`src/rtl/array_port_driver_pkg.sv`:
```
// rtl/array_port_driver_pkg.sv - shared types for the array port driver
// scam_model_types: integer array typedef (int_5) shared by the generated array modules.
// array_port_driver_types: burst depth default, element array typedef and the FSM state enum.
package scam_model_types;
   typedef logic signed [31:0] int_5 [5];
endpackage

package array_port_driver_types;
   import scam_model_types::*;

   localparam int DEPTH_DEFAULT = 5;

   typedef logic signed [31:0] int_DEPTH [DEPTH_DEFAULT];

   typedef enum logic [1:0] {
      IDLE = 2'd0,
      SEND = 2'd1,
      RECV = 2'd2,
      DONE = 2'd3
   } state_t;
endpackage

```
`src/rtl/array_port_driver.sv`:
```
// rtl/array_port_driver.sv - blocking-port peer that sends a DEPTH-element sequence and collects replies
// Optional feature macro: ARRAY_PORT_DRIVER_ECHO_CHECK_EN (reply vs. sent element comparison).
// Ports:
//   clk, rst                         clock, asynchronous active-high reset
//   start, seed                      burst request (IDLE only) and first element value
//   tx, tx_sync, tx_notify           outgoing element handshake
//   rx, rx_sync, rx_notify           incoming reply handshake
//   busy, done, sum, err_count       status: in burst, completion pulse, reply sum, echo mismatches
module array_port_driver
   import array_port_driver_types::*;
#(
   parameter int DEPTH = DEPTH_DEFAULT,
   parameter int STEP  = 1
) (
   input  logic        clk,
   input  logic        rst,
   input  logic        start,
   input  logic [31:0] seed,
   output logic [31:0] tx,
   input  logic        tx_sync,
   output logic        tx_notify,
   input  logic [31:0] rx,
   input  logic        rx_sync,
   output logic        rx_notify,
   output logic        busy,
   output logic        done,
   output logic [31:0] sum,
   output logic [31:0] err_count
);

   localparam int IDX_W = (DEPTH > 1) ? $clog2(DEPTH) : 1;
   localparam logic [IDX_W-1:0] LAST_IDX = IDX_W'(DEPTH - 1);

   state_t           state;
   state_t           state_next;
   logic [IDX_W-1:0] index;
   logic [31:0]      tx_array [DEPTH];
   logic [31:0]      rx_array [DEPTH];
   logic [31:0]      sum_q;
   logic             busy_q;
   logic             tx_notify_q;
   logic             rx_notify_q;

   // The element on the wire is always the one recorded at the current index,
   // so tx cannot drift from tx_array and is stable for the whole SEND phase.
   assign tx        = tx_array[index];
   assign tx_notify = tx_notify_q;
   assign rx_notify = rx_notify_q;
   assign busy      = busy_q;
   assign done      = (state == DONE);
   assign sum       = sum_q;

   always_comb begin
      state_next = state;
      case (state)
         IDLE: if (start)   state_next = SEND;
         SEND: if (tx_sync) state_next = RECV;
         RECV: if (rx_sync) state_next = (index == LAST_IDX) ? DONE : SEND;
         DONE:              state_next = IDLE;
         default:           state_next = IDLE;
      endcase
   end

   always_ff @(posedge clk or posedge rst) begin
      if (rst) begin
         state <= IDLE;
      end else begin
         state <= state_next;
      end
   end

`ifdef ARRAY_PORT_DRIVER_ECHO_CHECK_EN
   logic [31:0] err_q;

   always_ff @(posedge clk or posedge rst) begin
      if (rst) begin
         err_q <= '0;
      end else if (state == IDLE && start) begin
         err_q <= '0;
      end else if (state == RECV && rx_sync && rx != tx_array[index]) begin
         err_q <= err_q + 32'd1;
      end
   end

   assign err_count = err_q;
`else
   assign err_count = '0;
`endif

   always_ff @(posedge clk or posedge rst) begin
      if (rst) begin
         index       <= '0;
         sum_q       <= '0;
         busy_q      <= 1'b0;
         tx_notify_q <= 1'b0;
         rx_notify_q <= 1'b0;
         for (int i = 0; i < DEPTH; i++) begin
            tx_array[i] <= '0;
            rx_array[i] <= '0;
         end
      end else begin
         case (state)
            IDLE: begin
               if (start) begin
                  tx_array[0] <= seed;
                  index       <= '0;
                  sum_q       <= '0;
                  busy_q      <= 1'b1;
                  tx_notify_q <= 1'b1;
               end
            end
            SEND: begin
               if (tx_sync) begin
                  tx_notify_q <= 1'b0;
                  rx_notify_q <= 1'b1;
               end
            end
            RECV: begin
               if (rx_sync) begin
                  rx_array[index] <= rx;
                  sum_q           <= sum_q + rx;
                  rx_notify_q     <= 1'b0;
                  if (index != LAST_IDX) begin
                     index                     <= index + IDX_W'(1);
                     tx_array[index + IDX_W'(1)] <= tx_array[index] + 32'(STEP);
                     tx_notify_q               <= 1'b1;
                  end
               end
            end
            DONE: begin
               busy_q <= 1'b0;
            end
            default: ;
         endcase
      end
   end

endmodule

```
`config.mk`:
```
export PLATFORM = sky130hd
export DESIGN_NAME = array_port_driver
export DESIGN_NICKNAME = d
export VERILOG_FILES = /design/src/rtl/array_port_driver_pkg.sv /design/src/rtl/array_port_driver.sv
export SDC_FILE = /design/constraint.sdc
export NUM_CORES = 1
export LEC_CHECK = 0
export ABC_AREA = 1
export CORE_MARGIN = 2
export CORE_UTILIZATION = 50
export DETAILED_ROUTE_END_ITERATION = 8
export PLACE_DENSITY = 0.74
export SETUP_SLACK_MARGIN = 0.2
export SKIP_CTS_REPAIR_TIMING = 1
export SYNTH_ARGS = -nofsm -noshare
export SYNTH_HDL_FRONTEND = slang
export SYNTH_SLANG_ARGS = --single-unit
```
`constraint.sdc`:
```
create_clock -name clk -period 9.1 [get_ports clk]
set_input_delay 1.82 -clock clk [delete_from_list [all_inputs] [get_ports clk]]
set_output_delay 1.82 -clock clk [all_outputs]
set_load 0.005 [all_outputs]
```
; Word-level counts from Yosys, hierarchy flattened
; Cells that the tools add are included.
[word_totals]
regBits = 200
in_bits = 69
[op_classes]
n_addsub = 3
order_cmp = 3
eq_ne = 9
mux = 31
bitwise_logic = 2
reduce_logical = 13
[ops]
columns = op, count
row1 = two-way mux 160 bit, 2
row2 = two-way mux 32 bit, 6
row3 = bitwise mux 160 bit, 1
row4 = case mux 32 bit (2 select lines), 2
row5 = binary-select mux 32 bit (select 3 bit), 1
row6 = demux 32 bit (select 3 bit), 1
row7 = "adder 32 x 1 -> 32 bit, second input constant", 1
row8 = adder 32 bit, 1
row9 = AND reduction 3 bit, 4
row10 = two-way mux 3 bit, 3
row11 = "greater-or-equal comparator 4 bit, second input constant", 2
row12 = two-way mux 2 bit, 4
row13 = "inequality test 2 bit, second input constant", 4
row14 = NOT 3 -> 4 bit, 2
row15 = case mux 2 bit (4 select lines), 1
row16 = two-way mux 1 bit, 6
row17 = case mux 3 bit (2 select lines), 1
row18 = nonzero test 2 bit, 3
row19 = AND reduction 5 bit, 1
row20 = "== test 2 bit, second input constant", 2
row21 = "less-than comparator 4 x 1 -> 1 bit, second input constant", 1
row22 = case mux 1 bit (2 select lines), 2
row23 = AND reduction 4 bit, 1
row24 = "adder 3 x 1 -> 3 bit, second input constant", 1
row25 = other kinds (8), 8

; Longest topological paths before layout
[depth]
ltp_word = 10
ltp_mapped = 17

; Worst setup path before layout
; No wires, ideal clock.
[synth_path]
kind = in2reg
from = input port rx[0]
to = register sum_q[20], in the netlist sum[20]
arrival_time_ps = 3535
required_time_ps = 8974
setup_slack_ps = 5438
stages = 13
path_cell_list = ha_1 -> inv_1 -> fa_1 -> o21ai_0 -> a21oi_1 -> o21ai_0 -> nand2_1 -> nand2_1 -> nand2_1 -> nand2_1 -> nand2_1 -> nand2_1 -> o21ai_0
[synth_between]
elab_chain_cells = 3
[synth_lines]
columns = item, line
row1 = start: declaration, array_port_driver.sv:22  ; input logic [31:0] rx,
row2 = adder 32 bit, array_port_driver.sv:121  ; sum_q <= sum_q + rx;
row3 = two-way mux 32 bit, array_port_driver.sv:119  ; if (rx_sync) begin
row4 = case mux 32 bit (2 select lines), array_port_driver.sv:102  ; case (state)
row5 = end signal: assignment, array_port_driver.sv:121
row6 = end: declaration, array_port_driver.sv:39  ; logic [31:0] sum_q;
; No other way between the ends. The select of a mux whose other input is x is not followed.
; A chain may end at the register's enable or synchronous reset.

; Worst setup path after layout
[layout_path]
from = register index[0]
to = output port tx[31]
[layout_between]
elab_chain_cells = 4
[layout_lines]
columns = item, line
row1 = start: declaration, array_port_driver.sv:36  ; logic [IDX_W-1:0] index;
row2 = start signal: assignment, array_port_driver.sv:124  ; index <= index + IDX_W'(1);
row3 = NOT 3 -> 4 bit (implied by the code), array_port_driver.sv:46  ; assign tx = tx_array[index];
row4 = binary-select mux 32 bit (select 3 bit), array_port_driver.sv:46
row5 = two-way mux 32 bit (implied by the code) (2 in a row), array_port_driver.sv:46
row6 = end: declaration, array_port_driver.sv:19  ; output logic [31:0] tx,
; No other way between the ends. The select of a mux whose other input is x is not followed.

==> run_results.csv <==
group,metric,value,unit
run_status,status,"complete, no violations",
synthesis,synth-edff-count,0,
worst_hold_path,worst_hold_path_type,"reg -> reg",
detailed_routing,ant_nets,0,
synthesis,ys_warn_count,0,
sta,finalSetupViolCount,0,
setup_path,crit_chain,"buf_4 > nor3_4 > buf_4 > inv_1 > o21ai_0 > clkdlybuf4s50_1",
setup_path,crit_required,7.28,ns
detailed_routing,highest_layer,"met4",
sta,tightest_slew,1.19,ns
sta,tns,0,ns
clock_network,cts.sinks,200,
setup_path,startpoint,"index[0]",
cells_and_area,n_antenna_cell,0,
cells_and_area,area_delta_synth_final,16.3,%
cells_and_area,fill_cells,2304,
setup_path,endpoint_kind,"output pin",
synthesis,synth_cells,1707,
detailed_routing,drt-vias-per-instance,5.44,
clock_network,cts_buffers,17,
cells_and_area,final_cells,2139,
placed_design,port_buffers,136,
clock_network,cts_tree,"done",
floorplan,fp.dieArea,25600,sq um
floorplan,die_w,160,um
cells_and_area,drive_above_1_share,6.94,%
setup_path,regToRegStartpoint,"index[0]",
power,peakVddDrop,0.203,mV
synthesis,synth_top_area_share,41.1,%
sta,slew_headroom,20.4,%
detailed_routing,vias,11628,
sta,clock.fmax,196,MHz
detailed_routing,drt_iter0_drc,1009,
setup_path,r2r_slack,5.29,ns
sta,period_minus_slack,5.10,ns
floorplan,core,24100,sq um
floorplan,initial_core_util,50.5,%
cells_and_area,nNetsFinal,1908,
detailed_routing,wl_met1,15.3,mm
synthesis,ys.flop_type,"dfrtp_1",
setup_path,start_kind,"register",
sta,rsz0062_at_grt,"no",
grt,grt_start_max_net_pins,114,
setup_path,path_class,"reg -> out",
setup_path,cp_slowest_stage_delay,0.60,ns
floorplan,io_pins,169,
sta,worst_clock_skew,0.0114,ns
detailed_routing,route.met2.wl,16.3,mm
power,p_leak,6.65,nW
detailed_routing,wl_per_cell,16.4,um
placed_design,dp_cells,2109,
detailed_routing,wl_met3,2.56,mm
setup_path,cp_slowest_cell,"clkdlybuf4s50_1",
synthesis,synthMostInstantiatedCell,"nand2_1",
clock_network,htree_levels,4,
synthesis,synth_common_cells,"595 x nand2_1, 200 x dfrtp_1, 154 x nand3_1",
setup_path,path_common_cell,"buf_4",
floorplan,num_rows,57,
synthesis,ys_async_sr_fraction,100,%
setup_path,r2r_end,"tx_array[134]",
sta,slew_violations,0,
synthesis,syn_area,12200,sq um
detailed_routing,drc,0,
synthesis,yosysSeqAreaShare,41.1,%
detailed_routing,dr.pass1.iters,7,
clock_network,cts_root_buffer,"clkbuf_16",
setup_path,crit_path_end,"tx[31]",
setup_path,path_max_fanout,69,
placed_design,hpwl,23.3,mm
power,powerDensity,350,nW/um^2
clock_network,path_clk_slew,0.07,ns
grt,grt_pass1_wl,56.2,mm
grt,grt_pass1_vias,10849,
synthesis,synth_seq_cells,200,
sta,finalHoldViolCount,0,
synthesis,synth_top_cell_by_area,"dfrtp_1",
cells_and_area,multiInputGateArea,6280,sq um
clock_network,clk_path_buf_depth,2,
synthesis,syn_avg_cell_area,7.13,sq um
grt,track_usage,27.2,%
synthesis,synth_cell_types,46,
clock_network,clock_latency,0.44,ns
floorplan,die_h,160,um
setup_path,r2r_cells,12,
sta,period_share,56.1,%
grt,antenna_found_initial,0,
synthesis,yosys-top-cells-area,"dfrtp_1 41%, nand2_1 18%, nand3_1 6.3%",
run,drv_cap,0,
cells_and_area,seqCellArea,5010,sq um
detailed_routing,wl,35.0,mm
grt,grt.overflow.total,0,
setup_path,worstPathArrival,3.28,ns
placed_design,routabilityCongestion,0.934,
==> registers in the layout (all words and copies together) (netlist names) <==
name       count
busy           1
index          3
rx_notify      1
state          2
sum           32
tx_array     160
tx_notify      1
==> where the power goes <==
| group | leakage, nW | internal [mW] | switching, mW |
|---|---|---|---|
| combinational | 3.76 | 1.01 | 1.73 |
| sequential | 2.61 | 1.22 | 0.194 |
| clock | 0.291 | 0.422 | 0.375 |
==> layout make-up <==
cell class	count	area share [%]
multi-input cells	1326	44.3
flip-flops and latches	200	35.3
repair buffers	148	10.2
clock buffers	18	3.10
inverters	111	3.00
well taps	324	2.86
clock inverters	12	1.10
==> metal layers <==
layer | up-vias | global-route usage [%]
met4 | 0 | 8.44
met1 | 5449 | 37.3
met5 | - | 0
met2 | 484 | 44.9
met3 | 53 | 3.90
li1 | 5642 | -
==> critical path, delay by kind of cell, from the launching register on <==
family / cells / cell delay (ns)
AOI/OAI and AO/OA: 1 / 0.44
buffers and inverters: 4 / 1.49
DFF: 1 / 0.41
and+or+nand+nor: 1 / 0.47
==> how the worst min path moves through the flow <==
stage	slack (ns)	startpoint	cells after the start	endpoint
finish	0.48	tx_array[121]	2	tx_array[121]
global route	0.50	tx_array[126]	2	tx_array[126]
CTS	0.48	tx_array[30]	2	tx_array[30]
detailed placement	0.47	tx_array[95]	2	tx_array[95]
global placement	0.46	tx_array[62]	2	tx_array[62]
floorplan	0.45	tx_array[31]	2	tx_array[31]
==> through the flow <==
stage / hold WS [ns] / setup slack (ns) / area, sq um / power (mW) / util (%)
CTS: 0.484 / 4.03 / 14200 / 4.94 / 58.8
global placement: 0.463 / 4.58 / 13600 / 4.08 / 56.3
detailed placement: 0.466 / 4.53 / 13600 / 4.13 / 56.3
floorplan: 0.449 / 1.83 / 12300 / 3.19 / -
finish: 0.484 / 4.00 / 14200 / 4.95 / 58.8
global route: 0.504 / 3.91 / 14200 / 5.34 / 58.8
==> cell families (layout without fill, tap and decap cells) <==
group | after synthesis | in the layout | share of synthesized area (%)
compound gates | 294 | 294 | 12.7
simple gates | 953 | 953 | 33.3
buf+inv | 212 | 289 | 8.31
flops | 200 | 200 | 41.1
other cells | 1 | 32 | 0.0308
xor+xnor | 12 | 12 | 0.925
fa+ha+maj | 35 | 35 | 3.66
==> cells in the final DEF (no fill, tap or decap), types with 6 or more instances in the layout <==
master,Yosys,routed
inv_1,104,103
xnor2_1,6,6
a21oi_1,110,110
o21ai_1,46,46
nor2_4,6,6
dfrtp_1,200,199
o21ai_0,112,112
ha_1,34,34
or2_2,8,8
nor2_1,118,118
clkdlybuf4s50_1,0,136
o21bai_1,6,6
clkbuf_16,0,17
nand3_1,154,153
nor3_1,7,7
nand2_2,31,32
conb_1,1,32
nand2_1,595,594
nor2_2,17,17
buf_4,35,12
Power figures use the tool's default switching activity.
==> edit 1 (same settings) <==
The 4 states of `state_t` get a one-hot encoding in 4 bits.
--- a/src/rtl/array_port_driver_pkg.sv
+++ b/src/rtl/array_port_driver_pkg.sv
@@ -12,11 +12,11 @@
 
    typedef logic signed [31:0] int_DEPTH [DEPTH_DEFAULT];
 
-   typedef enum logic [1:0] {
-      IDLE = 2'd0,
-      SEND = 2'd1,
-      RECV = 2'd2,
-      DONE = 2'd3
+   typedef enum logic [3:0] {
+      IDLE = 4'b0001,
+      SEND = 4'b0010,
+      RECV = 4'b0100,
+      DONE = 4'b1000
    } state_t;
 endpackage
 
Formal check against the unedited RTL: no difference found for any inputs over 4 cycles, from zero or initial values and one cycle with rst high; so few cycles prove little.
==> edit 1 against the unedited design <==
Sequential power is 11% lower. Non-clock buffer count is 1 lower. Count of clock-buffer cells in the layout is 17 higher. Setup slack worse by 41 ps. First-iteration DRC count is 8.2% higher. Largest cell class unchanged. Hold slack worse by 6.6 ps. Highest routed layer unchanged. Area after synthesis is 0.95% higher. Core utilization is 1.2 points higher. Clock skew hardly changed. Sequential cell count is 2 higher. Critical path type unchanged. Total power is 8.2% lower. Wire length is 2.4% higher. Combinational power is 17% lower. Final area is 2.6% higher.
==> edit 1: results (changes against the unedited design) <==
| Metric | Value |
|---|---|
| Sequential Power Share | 27.7% (was 28.5%) |
| Initial antenna violation count | 0 (unchanged) |
| Vias per Instance | 5.48 (was 5.44) |
| Met3 Use GR | 3.51% (was 3.90%) |
| Starting DRC count in detailed routing | 1092 (was 1009) |
| Setup crit end | tx[0] (was tx[31]) |
| # fillers | 2236 (was 2304) |
| Synth top cells by count | 564 x nand2_1, 201 x dfrtp_1, 158 x nand3_1, 109 x o21ai_0, 102 x inv_1 (was 595 x nand2_1, 200 x dfrtp_1, 154 x nand3_1, 118 x nor2_1, 112 x o21ai_0) |
| GRT Total Usage | 27.6% (was 27.2%) |
| Area of the multi-input gates | 6340 um^2 (was 6280 um^2) |
| Htree depth | 1 (was 4) |
| Worst Skew | 11.9 ps (was 11.4 ps) |
| Peak VDD IR | 0.158 mV (was 0.203 mV) |
| RR Startpoint | index[0] (unchanged) |
| Worst hold endpoint | tx_array[124] (was tx_array[121]) |
| Largest net degree at the start of global routing | 133 (was 114) |
| Post-Synth Adder-Cell Area | 3.62% (was 3.66%) |
| Met2 WL post-DR | 16700 um (was 16300 um) |
| Fmax | 194 MHz (was 196 MHz) |
| ClkCell Share | 5.83% (was 4.20%) |
| Clkbuf count | 35 (was 18) |
| Buffers excl. clock | 147 (was 148) |
| Hold Startpoint | tx_array[124] (was tx_array[121]) |
| Synth area leaders | dfrtp_1 41%, nand2_1 17%, nand3_1 6.4% (was dfrtp_1 41%, nand2_1 18%, nand3_1 6.3%) |
| Layout Nets | 1903 (was 1908) |
| Worst R2R End | tx_array[157] (was tx_array[134]) |
| Vias in the first global route | 11208 (was 10849) |
| Via Count | 11717 (was 11628) |
| Netlist cell types | 49 (was 46) |
| Worst slack at placement | 4230 ps (was 4530 ps) |
| Clock group total power | 1.02 mW (was 0.796 mW) |
| Hold_ws | 477 ps (was 484 ps) |
| First-pass GRT wire length | 58100 um (was 56200 um) |
| Buffering overhead | 9.93% (was 10.2%) |
| Sequential cell area share | 34.8% (was 35.3%) |
| #MultiIn Comb | 1306 (was 1326) |
| Slew HR | 26.0% (was 20.4%) |
| Met2 Track Usage GR | 45.7% (was 44.9%) |
| Worst Reg2Reg Path Length in Cells | 15 (was 12) |
| M1 WL | 15600 um (was 15300 um) |
| Switch Pwr | 1.94 mW (was 2.30 mW) |
| Drt total wl | 35800 um (was 35000 um) |
| Inverter count | 118 (was 111) |
| Num sequential | 202 (was 200) |
| Flop-to-flop setup slack | 5040 ps (was 5290 ps) |
| Placed instance area | 13700 um^2 (was 13600 um^2) |
| DRT Pass-1 Iters | 5 (was 7) |
| Synth Area in Compound Gates | 13.8% (was 12.7%) |
| Syn Area/Cell | 7.25 um^2 (was 7.13 um^2) |
| Met3 WL | 2540 um (was 2560 um) |
| Placed cell count | 2097 (was 2109) |
| Total CTS buffers | 24 (was 17) |
| Crit path arrival time | 3320 ps (was 3280 ps) |
| Status | completed (unchanged) |
| GPL Wtd Cong | 0.988 (was 0.934) |
| Fraction of area in multi-input gates | 43.6% (was 44.3%) |
| Clock Latency Late Sink | 530 ps (was 440 ps) |
| DP HPWL | 22900 um (was 23300 um) |
edit 1: cell count changes in the layout (fill, tap and decap cells not counted), sizes merged, moves of 9 or more:
cell / before / now
nand2: 631 / 592
nor2: 141 / 110
or2: 8 / 27
a21boi: 2 / 19
a21oi: 110 / 93
clkbuf: 18 / 35
o21ai: 158 / 173
a2bb2oi: 0 / 10
nand3: 154 / 163
edit 1: worst max-delay path, cell delays in order, from the launching register on:
cell and delay [ps]:
dfrtp_2 380, buf_4 380, inv_2 110, buf_4 660, nand2_1 110, nand3_1 100
nand3_1 90, nand2_1 270, clkdlybuf4s50_1 640
edit 1: cells by family after synthesis:
logic type,Yosys count
AND/OR/NAND/NOR,912
adder cells (fa/ha/maj),35
AO/OA/AOI/OAI,312
other,1
XOR/XNOR,15
buffers and inverters,218
flip-flops,202
==> edit 2 (config.mk and constraints unchanged) <==
Made on the original files. The option `ARRAY_PORT_DRIVER_ECHO_CHECK_EN` is turned on by a define.
--- a/src/rtl/array_port_driver.sv
+++ b/src/rtl/array_port_driver.sv
@@ -6,6 +6,8 @@
 //   tx, tx_sync, tx_notify           outgoing element handshake
 //   rx, rx_sync, rx_notify           incoming reply handshake
 //   busy, done, sum, err_count       status: in burst, completion pulse, reply sum, echo mismatches
+`define ARRAY_PORT_DRIVER_ECHO_CHECK_EN
+
 module array_port_driver
    import array_port_driver_types::*;
 #(
Function: changed (a bounded check fails within 4 cycles, from zero or initial values and one cycle with rst high).
==> edit 2 against the unedited design <==
Sequential cell count up 32. Area after synthesis up 21%. Wire length is 41% higher. Largest cell class unchanged. Critical path type unchanged. Final area grew 24%. Combinational power is 1% higher. Global-route usage up 4.6 points. Total power is 15% higher. Setup slack worse by 220 ps. Fmax is 4.2% lower. Non-clock buffer count grew 33. Register-to-register slack worse by 420 ps. Sequential share of layout area decreased by 2.4 points.
==> edit 2: results (changes against the unedited design) <==
| Metric | Value |
|---|---|
| Internal | 3.19 mW (was 2.66 mW) |
| Hold crit path type | flop to flop (unchanged) |
| Post-route DRC violation count | 0 (unchanged) |
| Synth area leaders | dfrtp_1 39%, nand2_1 18%, nand3_1 6.3% (was dfrtp_1 41%, nand2_1 18%, nand3_1 6.3%) |
| CP startpoint kind | flop (unchanged) |
| Hold Crit Depth | 2 (unchanged) |
| Leak | 8.30 nW (was 6.65 nW) |
| Asr flop ratio synth | 100% (unchanged) |
| Worst Skew | 24.5 ps (was 11.4 ps) |
| Buffers on Ports | 168 (was 136) |
| Via Count | 14976 (was 11628) |
| Crit path arrival time | 3500 ps (was 3280 ps) |
| DRT Pass-1 Iters | 6 (was 7) |
| Synth top cells by count | 698 x nand2_1, 232 x dfrtp_1, 188 x nor2_1, 186 x nand3_1, 133 x inv_1 (was 595 x nand2_1, 200 x dfrtp_1, 154 x nand3_1, 118 x nor2_1, 112 x o21ai_0) |
| Root buf cell | clkbuf_16 (unchanged) |
| Share of post-route cells with drive strength above 1 | 6.88% (was 6.94%) |
| Max reg flops | 160 (unchanged) |
| Status | completed (unchanged) |
| Yosys warns | 0 (unchanged) |
| GRT Total Usage | 31.8% (was 27.2%) |
| First-pass GRT wire length | 77500 um (was 56200 um) |
| DP HPWL | 34900 um (was 23300 um) |
| # fillers | 2675 (was 2304) |
| Worst Reg2Reg Path Length in Cells | 15 (was 12) |
| Layout Nets | 2322 (was 1908) |
| Hold Startpoint | busy (was tx_array[121]) |
| GPL Wtd Cong | 0.962 (was 0.934) |
| Initial antenna violation count | 0 (unchanged) |
| Clk buf depth | 3 (was 2) |
| Netlist cell types | 42 (was 46) |
| RR Startpoint | index[0] (unchanged) |
| Vias in the first global route | 14159 (was 10849) |
| Worst slew pin tran | 1260 ps (was 1190 ps) |
| Total CTS buffers | 28 (was 17) |
| Final Critical Period | 5320 ps (was 5100 ps) |
| Htree depth | 1 (was 4) |
| Main synth FF type | dfrtp_1 (unchanged) |
| Post-synthesis sequential area ratio | 39.4% (was 41.1%) |
| Starting DRC count in detailed routing | 1439 (was 1009) |
| CP Max Fanout | 67 (was 69) |
| Register with the most flip-flops | tx_array (unchanged) |
| CTS clk-pin slew, worst paths | 60 ps |
| Syn Nets | 2198 |
| Clock Latency Late Sink | 560 ps (was 440 ps) |
| Largest net degree at the start of global routing | 83 (was 114) |
| Peak VDD IR | 0.196 mV (was 0.203 mV) |
| Drt total wl | 49500 um (was 35000 um) |
==> edit 2: final timing paths <==
path | to | slack [ps]
max in group asynchronous | tx_array[148] | 5900
min in group asynchronous | sum[7] | 1750
worst max-delay path | tx[25] | 3780
worst min-delay path | busy | 480
worst min register to register | busy | 480
worst max register to register | err_count[12] | 4870
==> edit 2: through the flow <==
stage               area, um^2  worst slack (ps)  cells  utilization (%)  hold WS [ps]
floorplan                14700               919   2093                -           453
finish                   17600              3780   2624             61.1           483
CTS                      17600              3790   2623             61.1           484
global route             17600              3660   2623             61.1           503
detailed placement       16600              3970   2571             57.4           468
global placement         16600              4080   2571             57.4           465
==> edit 2: power groups by stage <==
stage               registers, mW  logic (mW)  clock network, mW
global placement             1.61        2.67                  0
CTS                          1.61        2.75               1.31
detailed placement           1.62        2.73                  0
global route                 1.65        3.09               1.35
floorplan                    1.57        1.80                  0
finish                       1.62        2.78               1.30
==> edit 2: cell type report <==
type	count	area [um^2]	area share, %
well taps	384	480	2.72
multi-input cells	1629	7950	45.1
inverters	145	552	3.13
flip-flops and latches	232	5810	32.9
clock inverters	18	314	1.78
diodes	1	2.50	0.0142
clock buffers	34	753	4.27
repair buffers	181	1780	10.1
==> edit 2: logic make-up (layout without fill, tap and decap cells) <==
kind of cell / after synthesis / in the layout / share of synthesized area (%)
flip-flops: 232 / 232 / 39.4
buffers and inverters: 232 / 378 / 6.69
adder cells (fa/ha/maj): 36 / 36 / 3.11
AO/OA/AOI/OAI: 314 / 314 / 11.4
AND/OR/NAND/NOR: 1240 / 1240 / 37.0
XOR/XNOR: 39 / 39 / 2.47
other: 0 / 1 / 0
==> edit 2: metal layers <==
layer | vias up | track usage [%] | part of all wire, %
met5 | - | 0 | 0
met4 | 0 | 11.5 | 3.5
met3 | 105 | 5.54 | 8.7
met2 | 660 | 49.9 | 45
met1 | 7086 | 44.4 | 43
li1 | 7125 | - | -
==> edit 2: critical path: stages, from the launching register on <==
cell and delay, ps:
dfrtp_2 400, buf_4 380, nor3_4 780, buf_4 400, nand2_1 100, nand2_1 240
clkdlybuf4s50_1 600
